`config.mk`:
```
export PLATFORM = sky130hd
export DESIGN_NAME = fp_mul_arbiter
export DESIGN_NICKNAME = d
export VERILOG_FILES = /design/src/rtl/fp_mul_arbiter.sv
export SDC_FILE = /design/constraint.sdc
export NUM_CORES = 1
export LEC_CHECK = 0
export CORE_AREA = 2 2 154 156
export CTS_CLUSTER_SIZE = 14
export DETAILED_ROUTE_END_ITERATION = 16
export DIE_AREA = 0 0 156 158
export HOLD_SLACK_MARGIN = 0.06
export MAX_ROUTING_LAYER = met4
export PLACE_DENSITY = 0.66
export SKIP_CTS_REPAIR_TIMING = 1
export SLEW_MARGIN = 20
export SYNTH_ARGS = -nofsm -noshare
export SYNTH_HDL_FRONTEND = slang
export SYNTH_SLANG_ARGS = --single-unit
```
`constraint.sdc`:
```
create_clock -name clk -period 3.55 [get_ports clk]
set_clock_uncertainty 0.05 [all_clocks]
set_input_delay 0.8875 -clock clk [delete_from_list [all_inputs] [get_ports clk]]
set_output_delay 0.8875 -clock clk [all_outputs]
set_load 0.05 [all_outputs]
```
`src/rtl/fp_mul_arbiter.sv`:
```
// Round-robin arbiter/sequencer that time-shares one external combinational
// FP32 multiplier among NUM_REQ requesters. One operation is in flight at a
// time: grant (IDLE) -> operands on multiplier (ISSUE) -> response (RESP).
module fp_mul_arbiter #(
    parameter int unsigned NUM_REQ = 4,
    parameter int unsigned ID_W    = 2
) (
    input  logic                  clk,
    input  logic                  rst_n,
    input  logic [NUM_REQ-1:0]    req_valid,
    input  logic [NUM_REQ*32-1:0] req_a,
    input  logic [NUM_REQ*32-1:0] req_b,
    output logic [NUM_REQ-1:0]    req_ready,
    output logic [31:0]           mul_a,
    output logic [31:0]           mul_b,
    input  logic [31:0]           mul_c,
    output logic                  rsp_valid,
    input  logic                  rsp_ready,
    output logic [ID_W-1:0]       rsp_id,
    output logic [31:0]           rsp_data,
    output logic                  rsp_nan,
    output logic                  rsp_inf,
    output logic                  busy
);

    typedef enum logic [1:0] {StIdle, StIssue, StResp} state_e;

    state_e            state_q, state_d;
    logic [ID_W-1:0]   rr_ptr_q, rr_ptr_d;
    logic [ID_W-1:0]   grant_id_q, grant_id_d;
    logic [ID_W-1:0]   rsp_id_q, rsp_id_d;
    logic [31:0]       mul_a_q, mul_a_d;
    logic [31:0]       mul_b_q, mul_b_d;
    logic [31:0]       rsp_data_q, rsp_data_d;
    logic              rsp_valid_q, rsp_valid_d;

    logic              gnt_found;
    logic [ID_W-1:0]   gnt_idx;
    logic [ID_W-1:0]   gnt_next;
    logic [NUM_REQ-1:0] gnt_oh;
    logic [31:0]       sel_a, sel_b;

    // Round-robin pick: lowest valid index at or above rr_ptr, else lowest valid overall.
    always_comb begin
        gnt_found = 1'b0;
        gnt_idx   = '0;
        for (int j = NUM_REQ - 1; j >= 0; j--) begin
            if (req_valid[j]) begin
                gnt_found = 1'b1;
                gnt_idx   = ID_W'(j);
            end
        end
        for (int j = NUM_REQ - 1; j >= 0; j--) begin
            if (req_valid[j] && (j >= int'(rr_ptr_q))) begin
                gnt_idx = ID_W'(j);
            end
        end
    end

    // Winner's operands, one-hot grant and the pointer value just past the winner.
    always_comb begin
        sel_a  = '0;
        sel_b  = '0;
        gnt_oh = '0;
        for (int j = 0; j < NUM_REQ; j++) begin
            if (ID_W'(j) == gnt_idx) begin
                sel_a     = req_a[32*j +: 32];
                sel_b     = req_b[32*j +: 32];
                gnt_oh[j] = gnt_found;
            end
        end
        if (int'(gnt_idx) == int'(NUM_REQ) - 1) begin
            gnt_next = '0;
        end else begin
            gnt_next = gnt_idx + 1'b1;
        end
    end

    // Sequencer next-state: grant in IDLE, capture product in ISSUE, hold in RESP.
    always_comb begin
        state_d     = state_q;
        rr_ptr_d    = rr_ptr_q;
        grant_id_d  = grant_id_q;
        rsp_id_d    = rsp_id_q;
        mul_a_d     = mul_a_q;
        mul_b_d     = mul_b_q;
        rsp_data_d  = rsp_data_q;
        rsp_valid_d = rsp_valid_q;
        unique case (state_q)
            StIdle: begin
                if (gnt_found) begin
                    mul_a_d    = sel_a;
                    mul_b_d    = sel_b;
                    grant_id_d = gnt_idx;
                    rr_ptr_d   = gnt_next;
                    state_d    = StIssue;
                end
            end
            StIssue: begin
                rsp_data_d  = mul_c;
                rsp_id_d    = grant_id_q;
                rsp_valid_d = 1'b1;
                state_d     = StResp;
            end
            StResp: begin
                if (rsp_ready) begin
                    rsp_valid_d = 1'b0;
                    state_d     = StIdle;
                end
            end
            default: state_d = StIdle;
        endcase
    end

    // State registers; reset drops any in-flight operation.
    always_ff @(posedge clk or negedge rst_n) begin
        if (!rst_n) begin
            state_q     <= StIdle;
            rr_ptr_q    <= '0;
            grant_id_q  <= '0;
            rsp_id_q    <= '0;
            mul_a_q     <= '0;
            mul_b_q     <= '0;
            rsp_data_q  <= '0;
            rsp_valid_q <= 1'b0;
        end else begin
            state_q     <= state_d;
            rr_ptr_q    <= rr_ptr_d;
            grant_id_q  <= grant_id_d;
            rsp_id_q    <= rsp_id_d;
            mul_a_q     <= mul_a_d;
            mul_b_q     <= mul_b_d;
            rsp_data_q  <= rsp_data_d;
            rsp_valid_q <= rsp_valid_d;
        end
    end

    // Outputs; grant is gated by rst_n so nothing is accepted while in reset.
    always_comb begin
        req_ready = (rst_n && (state_q == StIdle)) ? gnt_oh : '0;
        mul_a     = mul_a_q;
        mul_b     = mul_b_q;
        rsp_valid = rsp_valid_q;
        rsp_id    = rsp_id_q;
        rsp_data  = rsp_data_q;
        rsp_nan   = (&rsp_data_q[30:23]) && (|rsp_data_q[22:0]);
        rsp_inf   = (&rsp_data_q[30:23]) && !(|rsp_data_q[22:0]);
        busy      = (state_q != StIdle);
    end

endmodule
```
* After elaboration in Yosys (flattened, before gate mapping)
Index checks and enable logic that the tools add are counted.
W data, S select, Z words.
** Operators by class
- Add/subtract/negate cells :: 1
- $lt $le $gt $ge :: 3
- Equal/unequal tests :: 8
- Muxes and demuxes :: 30
- Reductions and logical operators :: 16
** Operators by type and width (count)
- $mux W32 :: 8
- $reduce_or A23 Y1 :: 1
- $mux W2 :: 10
- $mux W1 :: 9
- $reduce_and A8 Y1 :: 1
- $logic_and A1 B1 Y1 :: 6
- $pmux W2 S3 :: 1
- $reduce_and A2 Y1 :: 3
- $eq A2 B1 Y1 const B :: 2
- $eq A2 B2 Y1 const A :: 2
- $ge A1 B2 Y1 const A :: 2
- $logic_not A2 Y1 :: 2
- $mux W4 :: 1
- $ne A2 B2 Y1 const B :: 2
- $reduce_bool A2 Y1 :: 2
- $add A2 B1 Y2 const B :: 1
- $eq A1 B2 Y1 const A :: 1
- $eq A2 B2 Y1 const B :: 1
- $ge A2 B2 Y1 const A :: 1
- $pmux W1 S2 :: 1
- $logic_not A1 Y1 :: 1
** Word-level totals
- Register bits after elaboration :: 105
- Input port bits :: 295
- Output and inout bits :: 106

* Longest topological paths before layout
- Depth after elaboration :: 12
- Gate-level depth with buffers :: 9

* Worst setup path after synthesis
Ideal clock, no wire load.
- Path type :: input to output
- Start :: input port req_valid[0]
- End :: output port req_ready[2]
- Arrival time :: 2774 ps
- Required time :: 2612 ps
- Setup slack :: -161 ps
- Stages on the path :: 6
- Buffers on the path :: 2
- Cells stage by stage :: nor3b_1 -> or3_1 -> ha_1 -> clkbuf_1 -> clkbuf_1 -> and3_1
** On the way
- Cells in the longest elaborated chain, start to end :: 8
- Elaborated cells between the ends (all ways) :: 10
- Those cells by class :: eq/ne: 1; mux: 8; reduce/logical: 1
** Ends and longest elaborated chain
- start, declared :: RTL line 10 : input logic [NUM_REQ-1:0] req_valid,
- $mux W2 :: RTL line 48 : if (req_valid[j]) begin
- $mux W2 (4 in series) :: RTL line 54 : if (req_valid[j] && (j >= int'(rr_ptr_q))) begin
- $eq A2 B2 Y1 :: RTL line 66 : if (ID_W'(j) == gnt_idx) begin
- $mux W1 (*) :: RTL line 66
- $mux W4 (*) :: RTL line 140 : req_ready = (rst_n && (state_q == StIdle)) ? gnt_oh : '0;
- end, declared :: RTL line 13 : output logic [NUM_REQ-1:0] req_ready,
Mark *: on every way between the ends. The rest lies on a longest branch, timed or not.

* Final worst setup path
- Start :: input port req_valid[3]
- End :: output port req_ready[0]
** On the way
- Cells in the longest elaborated chain, start to end :: 7
- Elaborated cells between the ends (all ways) :: 11
- Those cells by class :: mux: 10; reduce/logical: 1
** Ends and longest elaborated chain (RTL line)
- $mux W2 (4 in series) :: 54
- $logic_not A2 Y1 :: 66
- $mux W1 (*) :: 66
- $mux W4 (*) :: 140
Marked as above.

==> out/metrics.yaml <==
die_h_um: 158
synth_edf_count: 0
cp_data_required_time_ps: 2610
post-route-period-util: 0.9136
root_buffer: "clkbuf_16"
postPlaceCellArea_um2: 10760
cts_tree: "built"
power_mw: 10.38
yosys-top-cells-area: "dfrtp_1 41%, a21oi_1 10%, a221o_1 10%"
grt_max_degree: 129
drt_iter0_drc: 507
timing.slew.headroom: 0.4451
yosysTopAreaCell: "dfrtp_1"
layout.nets: 1377
clockBufferDepth: 2
num-fill-cells: 2270
synth_flop_cell: "dfrtp_1"
wl_per_cell_um: 19.39
ios: 401
core_area_um2: 23050
start_util: 0.2775
wl_um: 26660
drv_slew: 0
ys_seq_area_frac: 0.4107
cp.arrival_ps: 2310
grt_pass1_wl_um: 38740
track_usage: 0.2105
die_w_um: 156
rows: 56
io_buffers: 400
via_per_inst: 5.183
dp_hpwl_um: 19610
antenna_found_initial: 2
ys_types: 36
grt_overflow: 0
finalCoreUtilization: 0.4823
powerDensity_nw_per_um2: 933.9
firstDrtPassIters: 5
grt_pass1_vias: 6890
drc_errors: 0
gp_congestion: 0.9033
max-vdd-ir-drop_v: 0.0003717
max_cap_violations: 0
cp-start-kind: "primary input"
syn-instance-count: 715
syn_area_per_cell_um2: 8.947
p_leak_nw: 4.352
crit_path_max_fanout: 5
clk_latency_ps: 350
cts_buffers: 9
async_reset_ff_frac: 1.000
vias: 7127
netlist_area_um2: 6397
ys_ff_latch: 105
final_area_um2: 11120
setup_violations: 0
ant_nets: 0
hold_viol: 0
yosysWarningCount: 0
die_area_um2: 24650
cts_sinks: 105
cts_max_level: 3
hold_class: "in -> async"
outcome: "finished clean"
rsz0062_at_grt: "no"
end_kind: "primary output"
fmax_ghz: 0.3083
clk_pin_slew_worst_paths_ps: 80
max_slew.worst_pin.slew_ps: 832.4
area_growth_pct: 73.79
synth_top_cell_area_share: 0.4107
drive_gt1_frac: 0.1016
syn_nets: 1014
worst-setup-path-type: "in -> out"
fin_crit_ps: 3243
[area by class of cell]
type                            instances  area, um^2  share of cell area
Antenna cell                            2       5.005           0.0004501
Clock buffer                           10       229.0             0.02059
Tap cell                              290       362.8             0.03264
Inverter                               67       254.0             0.02284
Timing Repair Buffer                  426        4269              0.3840
Multi-Input combinational cell        469        3309              0.2977
Sequential cell                       105        2628              0.2363
Clock inverter                          6       61.31            0.005514
[flip-flops by register name, summed over array words and instances (netlist names)]
| name | count |
|---|---|
| rsp_data | 32 |
| mul_b | 32 |
| grant_id_q | 2 |
| rsp_id | 2 |
| rr_ptr_q | 2 |
| rsp_valid | 1 |
| mul_a | 32 |
| state_q | 2 |
[power breakdown]
part	leakage [nW]	switching [mW]	internal [mW]
registers	1.21	0.434	1.84
clock network	0.138	0.515	0.495
logic	3.00	4.38	2.72
total	4.35	5.33	5.05
[synthesized netlist by cell type (all sizes together) (3+ instances only)]
cell and n:
nor4 6, ha 4, buf 24, inv 67, nor2 3, a31oi 65
dfrtp 105, nand2b 4, o21ai 3, a21oi 131, and3 4, nand3b 64
clkbuf 50, a221o 64, mux2 35, nor3 3, nand2 65
[per-stage QoR]
step                      std cells  hold WS [ps]  worst slack [ps]  TNS, ps
after floorplan                 715         412.5             18.24        0
after global placement         1357         438.3            -212.1    -4424
after detailed placement       1357         447.7            -244.2    -7894
after CTS                      1373         343.8            -248.1   -798.3
after global routing           1375         359.9             257.1        0
final                          1375         345.8             306.9        0
[placed cells by master (no fill, tap or decap), types with 3 or more instances in the layout]
| master | count |
|---|---|
| a31oi_1 | 55 |
| inv_1 | 66 |
| clkdlybuf4s50_1 | 390 |
| and3_1 | 3 |
| nor4_1 | 6 |
| nand2_1 | 64 |
| nand3b_1 | 64 |
| mux2_2 | 34 |
| o21ai_0 | 3 |
| a221o_1 | 64 |
| ha_4 | 3 |
| dfrtp_1 | 105 |
| nand2b_1 | 4 |
| a31oi_2 | 10 |
| a21oi_1 | 129 |
| clkbuf_16 | 9 |
| buf_12 | 6 |
| dlymetal6s2s_1 | 4 |
| buf_4 | 26 |
[cell families (layout without fill, tap and decap cells)]
| logic type | after synthesis | after routing | share of synthesized area |
|---|---|---|---|
| flip-flops | 105 | 105 | 0.4107 |
| buffers and inverters | 141 | 509 | 0.08840 |
| adder cells (fa/ha/maj) | 4 | 4 | 0.007824 |
| AO/OA/AOI/OAI | 270 | 270 | 0.2875 |
| multiplexers | 35 | 35 | 0.06161 |
| other | 0 | 2 | 0 |
| AND/OR/NAND/NOR | 160 | 160 | 0.1439 |
[worst max-delay path, cell delays in order]
cell and delay [ps]:
dlymetal6s2s_1 180, nand2b_1 150, a21boi_2 90, or3_4 430, ha_2 230, and3_1 170
buf_12 150
[worst paths after layout]
| path | slack (ps) | from | to | cells past startpoint |
|---|---|---|---|---|
| worst max-delay path | 310 | req_valid[3] | req_ready[0] | 7 |
| worst min-delay path | 350 | rst_n | mul_a[24]$_DFFE_PN0P_ | 1 |
| worst max register to register | 870 | rr_ptr_q[1]$_DFFE_PN0P_ | mul_b[15]$_DFFE_PN0P_ | 8 |
| worst min register to register | 460 | rsp_data[31]$_DFFE_PN0P_ | rsp_data[31]$_DFFE_PN0P_ | 1 |
| max in group asynchronous | 1750 | rst_n | mul_b[22]$_DFFE_PN0P_ | 3 |
| min in group clk | 460 | rsp_data[31]$_DFFE_PN0P_ | rsp_data[31]$_DFFE_PN0P_ | 1 |
[per-layer routing]
metal  global-route usage  vias to the layer above  wire [um]
met5                    -                        -          0
met4              0.07733                        0        739
met3              0.03121                       44       1556
met2               0.3548                      304      13160
met1               0.2573                     3419      11200
li1                     -                     3360          -
No activity file was read; power rests on OpenSTA's default activity.
